--- config.mk ---
export PLATFORM = sky130hd
export DESIGN_NAME = pc_unit
export DESIGN_NICKNAME = d
export VERILOG_FILES = /design/src/rtl/pc_pkg.sv /design/src/rtl/pc_unit_ras_stack.sv /design/src/rtl/pc_unit.sv
export SDC_FILE = /design/constraint.sdc
export NUM_CORES = 1
export LEC_CHECK = 0
export ABC_AREA = 1
export CORE_ASPECT_RATIO = 2
export CORE_MARGIN = 10
export CORE_UTILIZATION = 35
export DETAILED_ROUTE_END_ITERATION = 8
export HOLD_SLACK_MARGIN = 0.03
export MAX_ROUTING_LAYER = met4
export SYNTH_ARGS = -nofsm -noshare
export SYNTH_HDL_FRONTEND = slang
export SYNTH_SLANG_ARGS = --single-unit
--- constraint.sdc ---
create_clock -name clk -period 6.2 [get_ports clk]
set_input_delay 1.86 -clock clk [delete_from_list [all_inputs] [get_ports clk]]
set_output_delay 1.86 -clock clk [all_outputs]
set_load 0.01 [all_outputs]
--- src/rtl/pc_pkg.sv ---
`default_nettype none
// ---------------------------------------------------------------------------
// Module : pc_pkg
// Brief  : Shared types and defaults for the program-counter stage: the run
//          state, the one-hot-free action encoding chosen each cycle, and the
//          default reset address.
// Rev    : 1.0  initial release
// ---------------------------------------------------------------------------
package pc_pkg;

  typedef enum logic [0:0] {
    RUN    = 1'b0,
    HALTED = 1'b1
  } state_e;

  typedef enum logic [2:0] {
    ACT_HOLD   = 3'd0,
    ACT_HALT   = 3'd1,
    ACT_RET    = 3'd2,
    ACT_CALL   = 3'd3,
    ACT_JUMP   = 3'd4,
    ACT_BRANCH = 3'd5,
    ACT_SEQ    = 3'd6
  } action_e;

  localparam logic [15:0] DEFAULT_RESET_PC = 16'h0000;

endpackage
`default_nettype wire

--- src/rtl/pc_unit_ras_stack.sv ---
`default_nettype none
// ---------------------------------------------------------------------------
// Module : ras_stack
// Brief  : Return-address stack. LIFO storage with an occupancy counter that
//          doubles as the stack pointer. Push while full and pop while empty
//          are ignored here; the caller decides how to flag them.
// Rev    : 1.0  initial release
// ---------------------------------------------------------------------------
module ras_stack #(
  parameter int DEPTH = 8,
  parameter int W     = 16
) (
  input  logic                         clk,
  input  logic                         reset,
  input  logic                         push,
  input  logic                         pop,
  input  logic [W-1:0]                 din,
  output logic [W-1:0]                 dout,
  output logic [$clog2(DEPTH+1)-1:0]   depth,
  output logic                         full,
  output logic                         empty
);

  localparam int DW = $clog2(DEPTH + 1);
  localparam int IW = $clog2(DEPTH);

  logic [W-1:0]  mem_q [DEPTH];
  logic [W-1:0]  mem_d [DEPTH];
  logic [DW-1:0] depth_q;
  logic [DW-1:0] depth_d;
  logic [IW-1:0] push_idx;
  logic [IW-1:0] top_idx;

  // Occupancy is the next free slot; the top entry sits one below it.
  assign push_idx = IW'(depth_q);
  assign top_idx  = IW'(depth_q - DW'(1));
  assign empty    = (depth_q == '0);
  assign full     = (depth_q == DW'(DEPTH));
  assign dout     = mem_q[top_idx];
  assign depth    = depth_q;

  // Next storage and occupancy; push takes precedence if both are requested.
  always_comb begin
    mem_d   = mem_q;
    depth_d = depth_q;
    if (push && !full) begin
      mem_d[push_idx] = din;
      depth_d         = depth_q + DW'(1);
    end else if (pop && !empty) begin
      depth_d = depth_q - DW'(1);
    end
  end

  // Stack registers; reset empties the stack and clears stale entries.
  always_ff @(posedge clk or posedge reset) begin
    if (reset) begin
      depth_q <= '0;
      mem_q   <= '{default: '0};
    end else begin
      depth_q <= depth_d;
      mem_q   <= mem_d;
    end
  end

endmodule
`default_nettype wire

--- src/rtl/pc_unit.sv ---
`default_nettype none
// ---------------------------------------------------------------------------
// Module : pc_unit
// Brief  : Program-counter stage. Chooses one action per cycle by fixed
//          priority (halt, ret, call, jump, branch, sequential), keeps the
//          registered pc, a RUN/HALTED state and sticky RAS error flags.
// Rev    : 1.0  initial release
// ---------------------------------------------------------------------------
module pc_unit
  import pc_pkg::*;
#(
  parameter int                ADDR_W    = 16,
  parameter logic [ADDR_W-1:0] RESET_PC  = ADDR_W'(DEFAULT_RESET_PC),
  parameter int                RAS_DEPTH = 8
) (
  input  logic                             clk,
  input  logic                             reset,
  input  logic                             stall,
  input  logic                             halt,
  input  logic                             branch_taken,
  input  logic [ADDR_W-1:0]                branch_target,
  input  logic                             jump,
  input  logic                             call,
  input  logic                             ret,
  input  logic [ADDR_W-1:0]                jump_target,
  output logic [ADDR_W-1:0]                pc,
  output logic                             halted,
  output logic                             ras_overflow,
  output logic                             ras_underflow,
  output logic [$clog2(RAS_DEPTH+1)-1:0]   ras_depth
);

  state_e            state_q;
  state_e            state_d;
  logic [ADDR_W-1:0] pc_q;
  logic [ADDR_W-1:0] pc_d;
  logic              ovf_q;
  logic              ovf_d;
  logic              unf_q;
  logic              unf_d;
  action_e           action;
  logic [ADDR_W-1:0] pc_plus1;
  logic              ras_push;
  logic              ras_pop;
  logic [ADDR_W-1:0] ras_dout;
  logic              ras_full;
  logic              ras_empty;

  // Natural width truncation gives the modulo-2^ADDR_W wrap for free.
  assign pc_plus1 = pc_q + ADDR_W'(1);

  ras_stack #(
    .DEPTH (RAS_DEPTH),
    .W     (ADDR_W)
  ) u_ras (
    .clk   (clk),
    .reset (reset),
    .push  (ras_push),
    .pop   (ras_pop),
    .din   (pc_plus1),
    .dout  (ras_dout),
    .depth (ras_depth),
    .full  (ras_full),
    .empty (ras_empty)
  );

  // Priority encoder: exactly one action per active cycle, HOLD otherwise.
  always_comb begin
    action = ACT_HOLD;
    if (state_q == RUN && !stall) begin
      if (halt)              action = ACT_HALT;
      else if (ret)          action = ACT_RET;
      else if (call)         action = ACT_CALL;
      else if (jump)         action = ACT_JUMP;
      else if (branch_taken) action = ACT_BRANCH;
      else                   action = ACT_SEQ;
    end
  end

  // Next state, pc, flags and stack requests for the selected action.
  always_comb begin
    state_d  = state_q;
    pc_d     = pc_q;
    ovf_d    = ovf_q;
    unf_d    = unf_q;
    ras_push = 1'b0;
    ras_pop  = 1'b0;
    case (action)
      ACT_HALT: state_d = HALTED;
      ACT_RET: begin
        if (!ras_empty) begin
          ras_pop = 1'b1;
          pc_d    = ras_dout;
        end else begin
          unf_d = 1'b1;
          pc_d  = pc_plus1;
        end
      end
      ACT_CALL: begin
        pc_d = jump_target;
        if (!ras_full) ras_push = 1'b1;
        else           ovf_d    = 1'b1;
      end
      ACT_JUMP:   pc_d = jump_target;
      ACT_BRANCH: pc_d = branch_target;
      ACT_SEQ:    pc_d = pc_plus1;
      default: ;
    endcase
  end

  // State, pc and sticky flag registers.
  always_ff @(posedge clk or posedge reset) begin
    if (reset) begin
      state_q <= RUN;
      pc_q    <= RESET_PC;
      ovf_q   <= 1'b0;
      unf_q   <= 1'b0;
    end else begin
      state_q <= state_d;
      pc_q    <= pc_d;
      ovf_q   <= ovf_d;
      unf_q   <= unf_d;
    end
  end

  // Ret outranks call, so the stack never sees a push and pop together;
  // a halted unit must never pick anything but HOLD.
  always @(posedge clk) begin
    if (!reset) begin
      assert (!(ras_push && ras_pop));
      assert (!(state_q == HALTED && action != ACT_HOLD));
    end
  end

  assign pc            = pc_q;
  assign halted        = (state_q == HALTED);
  assign ras_overflow  = ovf_q;
  assign ras_underflow = unf_q;

endmodule
`default_nettype wire

### Word level (Yosys, flattened, before mapping)

Index checks and enable logic that the tools add are counted.

| storage, ports and cells | value |
|---|---|
| register bits after elaboration | 151 |
| bits of input ports | 40 |
| output and inout port bits | 23 |
| logic and storage cells | 62 |

| cells by class | value |
|---|---|
| add/subtract/negate cells | 3 |
| order comparisons | 3 |
| equal/unequal tests | 7 |
| muxes and demuxes | 20 |
| bitwise logic cells | 3 |
| reduce and logical (&&, ||, !) cells | 13 |

Operator list:

| cell | count |
|---|---|
| bitwise mux 128 bit | 1 |
| two-way mux 16 bit | 4 |
| case mux 16 bit (4 select lines) | 1 |
| binary-select mux 16 bit (select 3 bit) | 1 |
| demux 16 bit (select 3 bit) | 1 |
| adder 16 x 1 -> 16 bit, second input constant | 1 |
| two-way mux 3 bit | 4 |
| equality test 3 bit, second input constant | 3 |
| greater-or-equal comparator 4 bit, second input constant | 2 |
| two-way mux 4 bit | 2 |
| inverter 3 -> 4 bit | 2 |
| equality test 3 x 2 -> 1 bit, second input constant | 2 |
| adder 4 x 1 -> 4 bit, second input constant | 1 |
| equality test 4 bit, second input constant | 1 |
| logical AND 1 bit | 4 |
| logical NOT 4 bit | 1 |
| < comparator 4 x 1 -> 1 bit, second input constant | 1 |
| two-way mux 1 bit | 4 |
| two-way mux 2 bit | 2 |
| AND reduction 2 bit | 2 |
| nonzero test 4 bit | 1 |
| subtractor 4 x 1 -> 4 bit, second input constant | 1 |
| equality test 3 x 1 -> 1 bit, second input constant | 1 |
| logical NOT 1 bit | 3 |
| 3 further kinds | 3 |

### Longest topological paths before layout

Gate-level depths: netlist (run 1).

| logic depth | value |
|---|---|
| depth after elaboration | 11 |
| gate-level depth with buffers | 16 |
| depth with buffers taken out | 13 |

### Hierarchy

From an unflattened synthesis (run 1), not the netlist that was laid out.

| unflattened totals | value |
|---|---|
| cells, all modules | 1055 |
| area total of the unflattened synthesis | 8026.4 µm² |

By module, submodules not included:

| module | times used | cells an instance | area each (µm²) | sequential area each (µm²) |
|---|---|---|---|---|
| ras_stack | 1 | 766 | 6253.5 | 3303.2 |
| pc_unit | 1 | 289 | 1773.0 | 475.5 |

### Least setup slack after synthesis (run 1)

No wires, ideal clock.

| timing | value |
|---|---|
| path type | input port to flip-flop |
| start | input jump |
| end | register u_ras.mem_q[106] (netlist bit) |
| setup time | 151 ps |
| arrival time | 2943 ps |
| required time | 6049 ps |
| slack | 3106 ps |
| stages on the path | 13 |
| path buffers | 1 |
| path through | inv_1 > nand2_1 > nand2_1 > nand2_1 > inv_2 > nand3_4 > nor2_2 > inv_2 > nor2_4 > inv_1 > buf_2 > nand2_1 > o21ai_0 |

| between the ends | value |
|---|---|
| cells in the longest elaborated chain, start to end | 8 |

Ends and longest elaborated chain:

| element | line | source |
|---|---|---|
| start: declaration | pc_unit.sv:22 | `input logic jump,` |
| two-way mux 2 bit | pc_unit.sv:74 | `else if (jump) action = ACT_JUMP;` |
| two-way mux 3 bit | pc_unit.sv:73 | `else if (call) action = ACT_CALL;` |
| two-way mux 3 bit | pc_unit.sv:72 | `else if (ret) action = ACT_RET;` |
| two-way mux 3 bit | pc_unit.sv:71 | `if (halt) action = ACT_HALT;` |
| two-way mux 3 bit | pc_unit.sv:70 | `if (state_q == RUN && !stall) begin` |
| equality test 3 x 2 -> 1 bit | pc_unit.sv:88 | `case (action)` |
| two-way mux 1 bit | pc_unit.sv:88 |  |
| logical AND 1 bit | pc_unit_ras_stack.sv:46 | `if (push && !full) begin` |
| end signal: assignment | pc_unit_ras_stack.sv:61 | `mem_q <= mem_d;` |
| end: declaration | pc_unit_ras_stack.sv:27 | `logic [W-1:0] mem_q [DEPTH];` |

Every way passes these cells.
A chain may end at the register's enable or synchronous reset.

### Worst setup path in the final report (run 1)

| timing | value |
|---|---|
| start | register u_ras.depth_q[0] (netlist: u_ras.depth[0]) |
| end | output ras_depth[0] |

RTL lines:

| element | line | source |
|---|---|---|
| start: declaration | pc_unit_ras_stack.sv:29 | `logic [DW-1:0] depth_q;` |
| start signal: assignment | pc_unit_ras_stack.sv:60 | `depth_q <= depth_d;` |
| end: declaration | pc_unit.sv:30 | `output logic [$clog2(RAS_DEPTH+1)-1:0] ras_depth` |

No word-level cell between the ends.

==> summary.md, run 1 <==
| Metric | Value |
|---|---|
| Setup_tns | 0 ns |
| Antenna Nets Post-Route | 0 |
| Critical Path RT | between 4 and 5 ns |
| Most frequent cells in the layout | nand2_1 (423), dfrtp_1 (150), nand3_1 (140), inv_1 (80), o21ai_0 (73) |
| Vias post-DR | 7,275 |
| Mean area per synthesized cell | 7.445 sq um |
| # Post-CTS Setup Buffers | 0 |
| Clk Latency, worst-skew pair | roughly 0.43 ns |
| Clock sinks | 151 |
| Initial antenna violation count | 0 |
| Diodes inserted | 0 |
| Post-Route WL | 25.86 mm |
| Tmin final | 4.021 ns |
| #FFs+latches synth | about 150 |
| Pwr dens | 345.7 nW/um^2 |
| Max-slew violation count | 0 |
| Worst reg2reg path startpoint | u_ras.depth[1] |
| Critical Path, Cell by Cell | buf_4 > clkdlybuf4s50_1 |
| Min-Delay Path Class | flip-flop to flip-flop |
| Nets | 1,166 |
| Core box area | 22,740 sq um |
| Grt total ovfl | 0 |
| DR iter-0 viols | between 600 and 700 |
| Worst setup margin | 2.179 ns |
| Detail Placement HPWL | 18.08 mm |
| Hold wc startpoint | u_ras.mem_q[62] |
| Detailed Routing Iterations Pass 1 | 5 |
| Worst path top cell family by delay | buffers and inverters |
| Wire per inst | 18.27 um |
| Status | complete, no violations |
| Synth Cell Area | 8100 sq um |
| CP Launch Type | flip-flop |
| Worst setup EP type | output pin |
| I/O Pins | 63 |
| WHS | 0.4725 ns |
| Max clock buf depth | 2 |
| Critical path buffers and inverters | 2 |
| Commonest non-fill, non-tap cell in the layout | nand2_1 |
| Vias/cell | 5.141 |
| Initial core utilization | a little over a third |
| Die Span X | 127.6 um |
| PostCTS Resize Cnt | 0 |
| Die Ht | ~240 um |
| Leading area contributor after synthesis | dfrtp_1 |
| Largest net degree at the start of global routing | 96 |
| Number of cell rows | 78 |
| Setup crit start | u_ras.depth[0] |
| Cell count after synthesis | 1,088 |
| Max Clk Rate | 248.7 MHz |
| Rel. slew slack | 19.36% |
| Area contributors post-synth | dfrtp_1 (47%), nand2_1 (20%), nand3_1 (8.6%) |
| CP max stage cell | clkdlybuf4s50_1 |
| Ys Warns | 0 |
| Endpoints failing hold | 0 |
| Max cap viols | 0 |
| Netlist cell types | 36 |
| Crit path max fanout | 71 |
| Maximum vdd drop | ~0.30 mV |
| Layout cells sized above 1 | 7.753% |
| Port bufs | 62 |
| TritonCTS clock tree | done |
| Die area | 30,000 sq um |
| Static Leak | 0.004406 uW |
| Setup Viol. Count Final | 0 |
| Setup Crit Path Kind | flip-flop to output pin |
| Vias in the first global route | 7,225 |
| Period utilisation layout | 64.86% |
| Total CTS buffers | 17 |
| Slew at the pin with the worst max-slew slack | 1.208 ns |
| Top cell type's share of synthesized area | a little under half |
| Filler cell count | 2,402 |
| Area Growth Syn to Fin | 16.28% |
| Syn nets | about 1.1k |
| Global-route usage over all layers | 17.84% |
| Place WS | 1.884 ns |
| CTS Root Cell | clkbuf_16 |
| Placer Congestion | 0.9605 |
| CTS H-tree depth | 4 |
| Clock transition at the registers of the reported paths | roughly 0.06 ns |
| RSZ-0062 raised after global routing | false |
| Max stage delay on crit path | 0.68 ns |
| First-pass GRT wire length | 40.59 mm |
| Worst Skew | around 0.0078 ns |
| CP arrival | around 2.2 ns |
| # hold bufs at CTS | 0 |
| Post-synthesis sequential area ratio | between 40% and 50% |
| Remaining DRCs | 0 |
layer usage:
metal	global-route usage (%)	routed length (um)	up-vias
li1	-	-	3554
met1	17.28	9033	3522
met2	32.24	14670	134
met3	2.208	549	65
met4	11.42	1607	0
met5	-	0	-
synth_stat cells, drive strengths merged:
| cell type | count |
|---|---|
| a211oi | 2 |
| a21oi | 6 |
| and2 | 1 |
| buf | 31 |
| clkbuf | 22 |
| clkinv | 1 |
| dfrtp | 151 |
| ha | 3 |
| inv | 92 |
| nand2 | 424 |
| nand3 | 141 |
| nand3b | 2 |
| nand4 | 12 |
| nor2 | 56 |
| nor3 | 2 |
| nor4 | 1 |
| o211ai | 2 |
| o21ai | 124 |
| o21bai | 3 |
| o22ai | 3 |
| xnor2 | 2 |
| xor2 | 7 |
worst reg2reg max path, stage by stage, from the launching register on:
cell     delay (ns)
dfrtp_1        0.44
inv_1          0.11
ha_1           0.23
inv_1          0.06
nand2_1        0.04
nand2_1        0.73
inv_1          0.66
nand3_1        0.24
nand3_1        0.26
nand3_1        0.15
nand2_1        0.06
inv_1          0.08
nand2_1        0.05
nand2_1        0.05
worst paths after layout:
check / end / slack, ns / cells past startpoint
min reg2reg: u_ras.mem_q[62] / 0.47 / 2
max: ras_depth[0] / 2.18 / 2
max reg2reg: pc[3] / 2.99 / 13
min in group asynchronous: u_ras.mem_q[19] / 1.99 / 2
min: u_ras.mem_q[62] / 0.47 / 2
max in group asynchronous: pc[15] / 3.25 / 3
report_power, final:
group	switching [uW]	total, uW	internal, uW
clock network	425	1030	605
logic	787	1120	328
registers	76.8	1110	1030
logic make-up (layout without fill, tap and decap cells):
| family | count (synthesis) | after routing | share of synthesized area, % |
|---|---|---|---|
| and+or+nand+nor | 639 | 639 | 34.11 |
| adders and majority gates | 3 | 3 | 0.4634 |
| buffers and inverters | 146 | 193 | 7.878 |
| AOI/OAI and AO/OA | 140 | 140 | 9.932 |
| xor gates and xnor gates | 9 | 9 | 0.9732 |
| DFF | 151 | 151 | 46.65 |
metrics by stage:
stage / std cells / area, sq um / total power (uW) / util [%]
detailed placement: 1384 / 8846 / 2248 / 38.90
CTS: 1415 / 9419 / 3283 / 41.42
finish: 1415 / 9419 / 3256 / 41.42
floorplan: 1088 / 8100 / 1783 / -
global route: 1415 / 9419 / 3423 / 41.42
global placement: 1384 / 8846 / 2243 / 38.90
sequential cells by signal, indices dropped and copies added (netlist names):
register	cells
ras_underflow	1
pc	16
u_ras.depth	4
halted	1
ras_overflow	1
u_ras.mem_q	128
final cells by class:
cell class | count | area, sq um | share of cell area (%)
clock buffers | 21 | 450.4 | 4.782
well taps | 280 | 350.3 | 3.719
repair buffers | 69 | 673.1 | 7.147
flip-flops and latches | 151 | 3780 | 40.13
inverters | 93 | 359.1 | 3.812
clock inverters | 10 | 122.6 | 1.302
multi-input cells | 791 | 3684 | 39.11
No activity file was read; power rests on OpenSTA's default activity.
==> run 2, diff against run 1 <==
==> constraint.sdc (replaced) <==
create_clock -name clk -period 3.5 [get_ports clk]
set_input_delay 1.05 -clock clk [delete_from_list [all_inputs] [get_ports clk]]
set_output_delay 1.05 -clock clk [all_outputs]
set_load 0.01 [all_outputs]
==> summary.md, run 2 (synthesis results as in run 1) <==
| Metric | Value |
|---|---|
| Max-slew violation count | 0 |
| Clock sinks | between 150 and 200 |
| Static Leak | 0.004520 uW |
| Filler cell count | 2,345 |
| Maximum vdd drop | 0.4321 mV |
| Met3 GRT Util | 2.434% |
| DR iter-0 viols | 619 |
| Setup Viol. Count Final | 0 |
| Nets | 1,190 |
| CTS Root Cell | clkbuf_16 |
| RSZ-0062 raised after global routing | false |
| Die Span X | 127.6 um |
| Core box area | 22,740 sq um |
| Max stage delay on crit path | 0.71 ns |
| Worst path top cell family by delay | flip-flops |
| Die area | 30,000 sq um |
| Multi-input logic area | ~3700 sq um |
| Remaining DRCs | 0 |
| Pwr dens | between 600 and 700 nW/um^2 |
| WHS | between 0.4 and 0.5 ns |
| Routing usage on met2 | 33.84% |
| Largest net degree at the start of global routing | 66 |
| Most Used Layer, Global Route | met2 |
| CTS H-tree depth | 4 |
| Worst setup EP type | output pin |
| Antenna Nets Post-Route | 0 |
| Sw Ratio | a little over two fifths |
| Diodes inserted | 0 |
| Worst Reg-to-Reg Cells | 10 |
| # hold bufs at CTS | 0 |
| Area after DPL | 9050 sq um |
| I/O Pins | 63 |
| CP max stage cell | dfrtp_1 |
| Setup Crit Path Kind | flip-flop to output pin |
| Top reg by flops | u_ras.mem_q |
| Max clock buf depth | 2 |
| Initial antenna violation count | 0 |
| TritonCTS clock tree | done |
| Vias in the first global route | about 7.4k |
| Met1 usage | 18.09% |
| Flop pwr share | 34.2% |
| Post-Route WL | 27.00 mm |
| Most frequent cells in the layout | nand2_1 (423), dfrtp_1 (150), nand3_1 (140), inv_1 (80), o21ai_0 (73) |
| Critical Path, Cell by Cell | clkdlybuf4s50_1 |
| Clk Latency, worst-skew pair | about 0.45 ns |
| Slew at the pin with the worst max-slew slack | 0.7829 ns |
| Critical Path RT | 2.45 ns |
| NetSw | 2415 uW |
| Clock Power Share | between 30% and 40% |
| Placer Congestion | around 0.95 |
| Detailed Routing Iterations Pass 1 | 7 |
| Vias/cell | 5.134 |
| Max Clk Rate | roughly 340 MHz |
| Min-Delay Path Class | flip-flop to flip-flop |
| Number of cell rows | 78 |
| Worst Skew | 0.008339 ns |
| Critical path buffers and inverters | 1 |
| CP arrival | 1.86 ns |
| Vias post-DR | 7,393 |
| Layout cells sized above 1 | 10.00% |
| Setup_tns | 0 ns |
| Endpoints failing hold | 0 |
| First-pass GRT wire length | 42.31 mm |
| PostCTS Resize Cnt | 0 |
| Initial core utilization | between 30 and 40% |
| Largest register FFs | 128 |
| Crit path max fanout | 13 |
| Hold Path Depth | 2 |
| Int Pwr | ~3400 uW |
| Commonest non-fill, non-tap cell in the layout | nand2_1 |
| CP Launch Type | flip-flop |
| Wire per inst | 18.75 um |
| Tmin final | 2.914 ns |
| Global-route usage over all layers | a little under a fifth |
| Max cap viols | 0 |
| Register area | about 3800 sq um |
| Cell area after layout | 9594 sq um |
| Grt total ovfl | 0 |
| Total CTS buffers | 17 |
| Port bufs | 62 |
| Status | complete, no violations |
| Clock transition at the registers of the reported paths | 0.07 ns |
| Detail Placement HPWL | between 15 and 20 mm |
| Combinational power share | 35.7% |
| Die Ht | between 200 and 250 um |
| Period utilisation layout | approximately 83% |
| Rel. slew slack | 47.80% |
| WP depth | 1 |
| Area Growth Syn to Fin | 18.44% |
| # Post-CTS Setup Buffers | 0 |
## run 2: cell types whose count changed in the layout (fill, tap and decap cells not counted), sizes merged
| cell | before | now |
|---|---|---|
| clkinvlp | 2 | 3 |
| buf | 7 | 31 |
| clkbuf | 21 | 17 |
| bufinv | 2 | 0 |
| clkinv | 5 | 8 |
| inv | 94 | 97 |
## run 2: metal layers
metal / vias up / part of all wire, %
met5: - / 0
met4: 0 / 6.6
met3: 81 / 3.2
met2: 181 / 56
met1: 3531 / 34
li1: 3600 / -
## run 2: path summary, 6_finish.rpt
check	start	end	slack (ns)
max in group asynchronous	reset	u_ras.mem_q[56]	1.76
hold / removal	u_ras.mem_q[24]	u_ras.mem_q[24]	0.48
hold reg to reg	u_ras.mem_q[24]	u_ras.mem_q[24]	0.48
min in group asynchronous	reset	u_ras.mem_q[51]	0.94
setup reg to reg	pc[0]	pc[12]	0.92
setup / recovery	pc[0]	pc[0]	0.59
## run 2: through the flow
step | utilization, % | total power [uW] | cells | worst slack (ns)
3_5_place_dp | 39.80 | 4088 | 1408 | 0.3921
3_3_place_gp | 39.80 | 4088 | 1408 | 0.4461
4_1_cts | 42.19 | 5829 | 1440 | 0.5779
2_1_floorplan | - | 3158 | 1088 | 0.5470
6_report | 42.19 | 5789 | 1440 | 0.5855
5_1_grt | 42.19 | 6084 | 1440 | 0.5524
## run 2: final cells by class
type	instances	area share (%)
Clock inverter	15	1.239
Tap cell	280	3.652
Sequential cell	151	39.40
Clock buffer	17	4.434
Inverter	93	3.730
Multi-Input combinational cell	791	38.39
Timing Repair Buffer	93	9.155
## run 2: power groups by stage
stage	Combinational, uW	Clock (uW)	Sequential, uW
6_report	2060	1740	1980
5_1_grt	2250	1850	1990
4_1_cts	2090	1760	1980
3_5_place_dp	2080	0	2010
3_3_place_gp	2080	0	2010
2_1_floorplan	1190	0	1970
==> run 3, diff against run 2 <==
==> constraint.sdc (replaced) <==
create_clock -name clk -period 2.85 [get_ports clk]
set_input_delay 0.855 -clock clk [delete_from_list [all_inputs] [get_ports clk]]
set_output_delay 0.855 -clock clk [all_outputs]
set_load 0.01 [all_outputs]
==> summary.md, run 3 (synthesis results as in run 1) <==
| Metric | Value |
|---|---|
| Status | complete, no violations |
| Clk Latency, worst-skew pair | 0.44 ns |
| Multi-input logic area | 3684 sq um |
| Total power draw | 7176 uW |
| Setup Crit Path Kind | flip-flop to output pin |
| Antenna Nets Post-Route | 0 |
| Clock transition at the registers of the reported paths | 0.06 ns |
| DR iter-0 viols | 585 |
| Crit path max fanout | 11 |
| Slew at the pin with the worst max-slew slack | 0.8677 ns |
| Setup_tns | 0 ns |
| TritonCTS clock tree | done |
| PostCTS Resize Cnt | 0 |
| Total CTS buffers | 17 |
| Initial core utilization | a little over a third |
| Placer Congestion | 0.9351 |
| Initial antenna violation count | 0 |
| Number of cell rows | 78 |
| Period utilisation layout | 89.28% |
| Top reg by flops | u_ras.mem_q |
| Wire per inst | 17.78 um |
| Rel. slew slack | 41.74% |
| Critical Path RT | 2.00 ns |
| Remaining DRCs | 0 |
| Max Clk Rate | 393.0 MHz |
| Register area | 3780 sq um |
| Cell area after layout | 9693 sq um |
| Area after DPL | a little over 9000 sq um |
| Max-slew violation count | 0 |
| Die area | 30,000 sq um |
| # hold bufs at CTS | 0 |
| Die Ht | 235.1 um |
| Largest net degree at the start of global routing | 72 |
| Tmin final | 2.544 ns |
| Place WS | 0.08909 ns |
| Largest register FFs | 128 |
| Max clock buf depth | 2 |
| Pwr dens | around 740 nW/um^2 |
| Detailed Routing Iterations Pass 1 | 7 |
| Metal2 WL | 14.46 mm |
| Nets | 1,192 |
| I/O Pins | 63 |
| Min-Delay Path Class | flip-flop to flip-flop |
| Diodes inserted | 0 |
| Setup Viol. Count Final | 0 |
| Clock sinks | 151 |
| Post-layout util | 42.63% |
| CP Launch Type | flip-flop |
| Filler cell count | between 2k and 2.5k |
| Vias in the first global route | 7,319 |
| R2r setup slk | 0.51 ns |
| CTS H-tree depth | 4 |
| Vias/cell | 5.105 |
| Met3 WL | 697 um |
| Max layer used | met4 |
| # Post-CTS Setup Buffers | 0 |
| Die Span X | 127.6 um |
| Detail Placement HPWL | 18.47 mm |
| Endpoints failing hold | 0 |
| Grt total ovfl | 0 |
| Worst setup EP type | output pin |
| Static Leak | 0.004566 uW |
| CP arrival | 1.69 ns |
| Port bufs | 62 |
| WL met1 | 8.832 mm |
| Worst Skew | 0.01133 ns |
| Layout cells sized above 1 | 10.07% |
| RSZ-0062 raised after global routing | false |
| Vias post-DR | around 7.4k |
| Worst setup margin | 0.3055 ns |
| First-pass GRT wire length | 39.89 mm |
| Area Growth Syn to Fin | 19.66% |
| Post-Route WL | 25.63 mm |
| Core box area | 22,740 sq um |
| Global-route usage over all layers | 17.53% |
| Max cap viols | 0 |
| Commonest non-fill, non-tap cell in the layout | nand2_1 |
| Maximum vdd drop | 0.4472 mV |
| CTS Root Cell | clkbuf_16 |
| Most frequent cells in the layout | nand2_1 (423), dfrtp_1 (150), nand3_1 (140), inv_1 (80), o21ai_0 (73) |
## run 3: cell count changes in the layout (fill, tap and decap cells not counted)
cell | before | now
buf_12 | 2 | 5
buf_4 | 29 | 28
bufinv_16 | 0 | 2
clkbuf_1 | 0 | 1
clkbuf_8 | 0 | 3
clkinv_4 | 3 | 0
clkinvlp_4 | 3 | 4
inv_6 | 4 | 2
inv_8 | 2 | 0
## run 3: critical path, stage by stage (launching register included)
cell and delay (ns):
dfrtp_1 0.40, buf_4 0.21, clkdlybuf4s50_1 0.66
## run 3: area by class of cell
type,instances,area share (%)
Clock buffer,21,4.853
Clock inverter,11,1.239
Inverter,93,3.692
Multi-Input combinational cell,791,38.00
Sequential cell,151,39.00
Tap cell,280,3.614
Timing Repair Buffer,95,9.604
## run 3: per-stage QoR
step	cells	hold WS, ns
after detailed placement	1410	0.4639
after floorplan	1088	0.4422
after global routing	1442	0.4986
final	1442	0.4777
after global placement	1410	0.4553
after CTS	1442	0.4783
## run 3: power breakdown
group	internal (uW)	switching, uW	leakage, uW
Clock	1360	930	0.000286
Sequential	2250	150	0.00194
Combinational	789	1700	0.00234
## run 3: final timing paths
check | cells past startpoint | endpoint | startpoint
max reg2reg | 11 | u_ras.mem_q[97] | u_ras.depth[1]
max | 2 | pc[0] | pc[0]
min reg2reg | 2 | u_ras.mem_q[62] | u_ras.mem_q[62]
min | 2 | u_ras.mem_q[62] | u_ras.mem_q[62]
min in group asynchronous | 3 | u_ras.mem_q[19] | reset
max in group asynchronous | 3 | u_ras.mem_q[112] | reset
## run 3: per-layer routing
layer | vias up | global-route usage [%]
li1 | 3607 | -
met1 | 3485 | 16.48
met2 | 183 | 32.02
met3 | 86 | 2.050
met4 | 0 | 11.87
met5 | - | -
